--- src/rtl/bsg_source_sync_calib_pkg.sv ---
// Shared definitions for the source-synchronous link calibration sequencer.
//   calib_state_e   : sequencer FSM states
//   calib_popcount  : count of set bits in a channel mask (zero-extended to
//                     calib_max_channels_gp bits by the caller)
package bsg_source_sync_calib_pkg;

  typedef enum logic [2:0] {
    eIdle,
    ePrepare,
    eTest,
    eDone,
    eFail
  } calib_state_e;

  // Widest channel mask the popcount helper accepts.
  localparam int calib_max_channels_gp = 64;

  function automatic int unsigned calib_popcount(input logic [calib_max_channels_gp-1:0] v);
    int unsigned n;
    n = 0;
    for (int i = 0; i < calib_max_channels_gp; i++) n += 32'(v[i]);
    return n;
  endfunction

endpackage

--- src/rtl/bsg_source_sync_calib_timer.sv ---
// Loadable down-counter shared by the prepare window and the per-row timeout.
//   clk_i, reset_i : clock, async active-high reset (count returns to 0)
//   load_i         : load load_val_i (has priority over decrement)
//   load_val_i     : value to load
//   dec_i          : decrement request; saturates at zero
//   zero_o         : count is zero
module bsg_source_sync_calib_timer
  import bsg_source_sync_calib_pkg::*;
#(
  parameter int width_p = 5
) (
  input  logic               clk_i,
  input  logic               reset_i,
  input  logic               load_i,
  input  logic [width_p-1:0] load_val_i,
  input  logic               dec_i,
  output logic               zero_o
);

  logic [width_p-1:0] count_q, count_d;

  always_comb begin
    count_d = count_q;
    if (load_i) count_d = load_val_i;
    else if (dec_i && (count_q != '0)) count_d = count_q - width_p'(1);
  end

  always_ff @(posedge clk_i or posedge reset_i) begin
    if (reset_i) count_q <= '0;
    else         count_q <= count_d;
  end

  assign zero_o = (count_q == '0);

endmodule

--- src/rtl/bsg_source_sync_channel_calib_sequencer.sv ---
// Master-side calibration sequencer for the source-synchronous link.
// Walks tests_p calibration rows plus a final done row. Each row is preceded
// by a prepare window of prepare_cycles_p cycles and bounded by a timeout of
// timeout_cycles_p cycles; channels that have not passed a row by its timeout
// are dropped from the active mask. Too few survivors aborts with fail.
//   clk_i, reset_i     : clock, async active-high reset
//   start_i            : kick off the sequence (only looked at in IDLE)
//   test_scoreboard_i  : [row][channel] pass flags from the channel masters
//   test_index_r_o     : current row index
//   prepare_o          : prepare strobe to the masters
//   channel_active_r_o : surviving channel mask
//   done_o, fail_o     : sticky terminal status
// link_channels_p must not exceed calib_max_channels_gp.
module bsg_source_sync_channel_calib_sequencer
  import bsg_source_sync_calib_pkg::*;
#(
  parameter int link_channels_p  = 4,
  parameter int tests_p          = 2,
  parameter int prepare_cycles_p = 4,
  parameter int timeout_cycles_p = 16,
  parameter int min_channels_p   = 1,
  localparam int idx_w_lp        = (tests_p > 0) ? $clog2(tests_p+1) : 1
) (
  input  logic                                    clk_i,
  input  logic                                    reset_i,
  input  logic                                    start_i,
  input  logic [tests_p:0][link_channels_p-1:0]   test_scoreboard_i,
  output logic [idx_w_lp-1:0]                     test_index_r_o,
  output logic                                    prepare_o,
  output logic [link_channels_p-1:0]              channel_active_r_o,
  output logic                                    done_o,
  output logic                                    fail_o
);

  localparam int max_cyc_lp = (prepare_cycles_p > timeout_cycles_p) ? prepare_cycles_p
                                                                     : timeout_cycles_p;
  localparam int cnt_w_lp   = $clog2(max_cyc_lp+1);
  localparam logic [cnt_w_lp-1:0] prep_load_lp = cnt_w_lp'(prepare_cycles_p-1);
  localparam logic [cnt_w_lp-1:0] tout_load_lp = cnt_w_lp'(timeout_cycles_p-1);
  localparam logic [idx_w_lp-1:0] last_idx_lp  = idx_w_lp'(tests_p);

  calib_state_e                  state_q, state_d;
  logic [idx_w_lp-1:0]           idx_q, idx_d;
  logic [link_channels_p-1:0]    mask_q, mask_d;
  logic                          tmr_load, tmr_dec, tmr_zero;
  logic [cnt_w_lp-1:0]           tmr_val;

  logic [link_channels_p-1:0]    row, new_mask;
  logic [calib_max_channels_gp-1:0] new_mask_ext;
  logic                          pass;

  bsg_source_sync_calib_timer #(.width_p(cnt_w_lp)) timer (
    .clk_i      (clk_i),
    .reset_i    (reset_i),
    .load_i     (tmr_load),
    .load_val_i (tmr_val),
    .dec_i      (tmr_dec),
    .zero_o     (tmr_zero)
  );

  // Dropped channels count as passing so they cannot stall later rows.
  assign row      = test_scoreboard_i[idx_q];
  assign pass     = &(row | ~mask_q);
  assign new_mask = mask_q & row;

  always_comb begin
    new_mask_ext = '0;
    new_mask_ext[link_channels_p-1:0] = new_mask;
  end

  always_comb begin
    state_d  = state_q;
    idx_d    = idx_q;
    mask_d   = mask_q;
    tmr_load = 1'b0;
    tmr_val  = '0;
    tmr_dec  = 1'b0;
    unique case (state_q)
      eIdle: begin
        if (start_i) begin
          state_d  = ePrepare;
          tmr_load = 1'b1;
          tmr_val  = prep_load_lp;
        end
      end
      ePrepare: begin
        if (tmr_zero) begin
          state_d  = eTest;
          tmr_load = 1'b1;
          tmr_val  = tout_load_lp;
        end else begin
          tmr_dec = 1'b1;
        end
      end
      eTest: begin
        // A pass on the last timeout cycle wins over the timeout.
        if (pass || tmr_zero) begin
          if (!pass) mask_d = new_mask;
          if (!pass && (int'(calib_popcount(new_mask_ext)) < min_channels_p)) begin
            state_d = eFail;
          end else if (idx_q == last_idx_lp) begin
            state_d = eDone;
          end else begin
            idx_d    = idx_q + idx_w_lp'(1);
            state_d  = ePrepare;
            tmr_load = 1'b1;
            tmr_val  = prep_load_lp;
          end
        end else begin
          tmr_dec = 1'b1;
        end
      end
      eDone, eFail: ;
      default: state_d = eIdle;
    endcase
  end

  always_ff @(posedge clk_i or posedge reset_i) begin
    if (reset_i) begin
      state_q <= eIdle;
      idx_q   <= '0;
      mask_q  <= '1;
    end else begin
      state_q <= state_d;
      idx_q   <= idx_d;
      mask_q  <= mask_d;
    end
  end

  assign test_index_r_o     = idx_q;
  assign channel_active_r_o = mask_q;
  assign prepare_o          = (state_q == ePrepare);
  assign done_o             = (state_q == eDone);
  assign fail_o             = (state_q == eFail);

endmodule

--- config.mk ---
export PLATFORM = sky130hd
export DESIGN_NAME = bsg_source_sync_channel_calib_sequencer
export DESIGN_NICKNAME = d
export VERILOG_FILES = /design/src/rtl/bsg_source_sync_calib_pkg.sv /design/src/rtl/bsg_source_sync_calib_timer.sv /design/src/rtl/bsg_source_sync_channel_calib_sequencer.sv
export SDC_FILE = /design/constraint.sdc
export NUM_CORES = 1
export LEC_CHECK = 0
export CORE_MARGIN = 2
export CORE_UTILIZATION = 52
export CTS_CLUSTER_SIZE = 40
export DETAILED_ROUTE_END_ITERATION = 10
export GPL_ROUTABILITY_DRIVEN = 0
export PLACE_DENSITY = 0.83
export SLEW_MARGIN = 20
export SYNTH_ARGS = -nofsm -noshare
export SYNTH_HDL_FRONTEND = slang
export SYNTH_HIERARCHICAL = 1
export SYNTH_SLANG_ARGS = --single-unit
--- constraint.sdc ---
create_clock -name clk_i -period 9.7 [get_ports clk_i]
set_clock_uncertainty 0.2 [all_clocks]
set_input_delay 1.94 -clock clk_i [delete_from_list [all_inputs] [get_ports clk_i]]
set_output_delay 1.94 -clock clk_i [all_outputs]
set_load 0.02 [all_outputs]
==> metrics.md <==
| Metric | Value |
|---|---|
| Root Buffer | clkbuf_4 |
| Count of input and output buffers | 23 |
| Detail-routed via count per cell | 5.52 |
| Pwr dens | 201 nW/µm² |
| Final std cells w/o fill | 161 |
| Initial core utilization | 53.6% |
| CTS Buf Count | 3 |
| I/O pins | 24 |
| CTS hold repair buffers | 0 |
| Largest net degree at the start of global routing | 15 |
| NetSw | 0.103 mW |
| Tot Pwr | 0.259 mW |
| Vias in the first global route | 789 |
| Final Hold Fails | 0 |
| H-tree levels | 1 |
| Cell Rows | 16 |
| Clock sinks | 14 |
| Period utilization | 52.4% |
| Worst-path maximum fanout | 12 |
| Finish-stage setup viols | 0 |
| Pleak | 0.584 nW |
| Share of layout cells above drive strength 1 | 11.9% |
| Core area | 1900 µm² |
| Post-synth top area cell | dfrtp_1 |
| # nets final | 155 |
| Die width | 48.3 µm |
| Global-route wire length before repair | 3490 µm |
| Peak supply drop | 0.000160 V |
| Routed via count | 889 |
| Post-DP HPWL | 1790 µm |
| CTS tree | done |
| Post_cts resized | 0 |
| Int Power | 0.156 mW |
| Die height | 48.3 µm |
| Post CTS Setup Buffer Count | 0 |
| Worst Path Required | 9.67 ns |
| Die area | 2330 µm² |
| Antenna violations before repair | 0 |
| Clock network power share | 16.1% |
| Synth top cells by count | inv_1 (11), dfrtp_1 (10), a21oi_1 (8), nand2_1 (8), nor2_1 (6) |
| Antenna Nets Post-Route | 0 |
| Final Max Tran Viols | 0 |
| Count of cell types in the netlist | 40 |
| Syn Area/Cell | 9.18 µm² |
| Register bit count reported by yosys | 14 |
| Syn nets | 131 |
| Logic pwr share | 49.0% |
| Commonest register cell after synthesis | dfrtp_1 |
| Register Area | 355 µm² |
| TNS Setup | 0 ns |
| # fillers | 161 |
| Syn Inst Count | 111 |
| Worst EP arrival | 5.05 ns |
| Clk slew on worst S/H paths | 0.08 ns |
| Setup CP Type | input port to flop |
| Ys async rst share | 100% |
| Worst-skew pair later-pin latency | 0.28 ns |
| Reg power frac | 34.9% |
| Post-layout util | 68.0% |
| Placed insts | 157 |
| First DRT Iteration DRCs | 13 |
| First-pass DRT Iterations | 4 |
| Share of the synthesized area in the top cell type | 24.6% |
| Residual DRC | 0 |
| Fmax | 197 MHz |
| Global-route usage over all layers | 21.8% |
| Fin crit period | 5.08 ns |
| Synth top area cells | dfrtp_1 (25%), dfstp_2 (10%), ha_1 (4.9%) |
| P&R area growth vs syn | 26.9% |
| Routed WL | 2240 µm |
| Min-delay worst type | flop to flop |
| Remaining global-route overflow | 0 |
| Yosys Warn Count | 6 |
| Largest buffer count on any clock path | 2 |
| Outcome | completed |
| Ant diodes | 0 |
| Switching share of power | 39.8% |
| Footprint of the multi-input gates | 596 µm² |
| Register area share after synthesis | 34.9% |
| CP Capture Type | flop |
| Maxcap violations | 0 |
| Mean routed wirelength per cell | 13.9 µm |
| Post-synth EDFFs | 0 |
| Crit start category | input port |
| Most common cell in the synthesized netlist | inv_1 |
| Post-synthesis cell area | 1020 µm² |
| RSZ-0062 raised after global routing | no |
final cells by class:
cell class,count,share of cell area (%)
clock buffer,4,2.81
multi-input combinational,82,46.1
sequential,14,27.5
timing repair buffer,23,17.8
tap,27,2.61
inverter,11,3.19
state kept, by name, indices dropped and copies added (netlist names):
register            count
timer/count_q           5
channel_active_r_o      4
test_index_r_o          2
state_q                 3
cells in the final DEF, fill, tap and decap left out, types with 2 or more instances in the layout:
cell type / count
clkdlybuf4s50_1: 23
and3_1: 4
nand3b_1: 4
nand2b_1: 2
mux2i_1: 5
nor2b_1: 3
ha_1: 4
dfrtp_1: 10
dfstp_2: 4
inv_1: 11
nand2_1: 8
o21ai_0: 5
nor2_1: 6
clkbuf_4: 3
o21a_1: 4
o211ai_1: 4
a21oi_1: 8
or3_1: 4
through the flow:
stage / hold slack [ns] / cell area [µm²] / setup WS (ns)
2_1_floorplan: 0.250 / 1020 / 4.84
3_3_place_gp: 0.267 / 1260 / 4.40
3_5_place_dp: 0.269 / 1260 / 4.33
4_1_cts: 0.281 / 1290 / 4.61
5_1_grt: 0.298 / 1290 / 4.43
6_report: 0.277 / 1290 / 4.62
power groups by stage:
stage	Sequential, mW	Clock [mW]	Combinational, mW
floorplan	0.0863	0	0.0926
global placement	0.0895	0	0.118
detailed placement	0.0909	0	0.124
CTS	0.0900	0.0426	0.127
global route	0.0921	0.0455	0.141
finish	0.0905	0.0419	0.127
cell families after synthesis:
logic type	count (synthesis)	synth area share, %
compound gates	32	23.5
xor+xnor	1	0.860
fa+ha+maj	5	6.88
buf+inv	15	6.63
flops	14	34.9
mux	5	4.91
other cells	1	0.368
simple gates	38	22.0
worst max-delay path, stage by stage:
cell	delay [ns]
clkdlybuf4s50_1	0.46
mux2i_1	0.07
o21ai_0	0.24
nand2_1	0.14
fa_1	0.52
inv_1	0.04
ha_1	0.18
ha_1	0.26
or3_1	0.38
nand2_1	0.13
a2111oi_4	0.10
a21o_2	0.28
o31a_1	0.31
final timing paths:
check | start | endpoint | slack [ns] | cells past startpoint
max reg2reg | test_index_r_o[1]$_DFFE_PP0P_ | timer/count_q[0]$_DFFE_PP0P_ | 6.08 | 12
max | test_scoreboard_i[1] | timer/count_q[0]$_DFFE_PP0P_ | 4.62 | 13
min in group asynchronous | reset_i | timer/count_q[2]$_DFFE_PP0P_ | 1.69 | 2
min reg2reg | channel_active_r_o[3]$_DFFE_PP1P_ | channel_active_r_o[3]$_DFFE_PP1P_ | 0.28 | 1
min | channel_active_r_o[3]$_DFFE_PP1P_ | channel_active_r_o[3]$_DFFE_PP1P_ | 0.28 | 1
max in group asynchronous | reset_i | channel_active_r_o[1]$_DFFE_PP1P_ | 7.25 | 2
metal layers:
layer	global-route usage [%]	part of all wire [%]	wire length (µm)
met3	6.30	3.7	83
met2	36.3	49	1100
met1	28.4	47	1050
met4	3.78	0.36	8
met5	0	0	0
No activity file was read; power rests on OpenSTA's default activity.
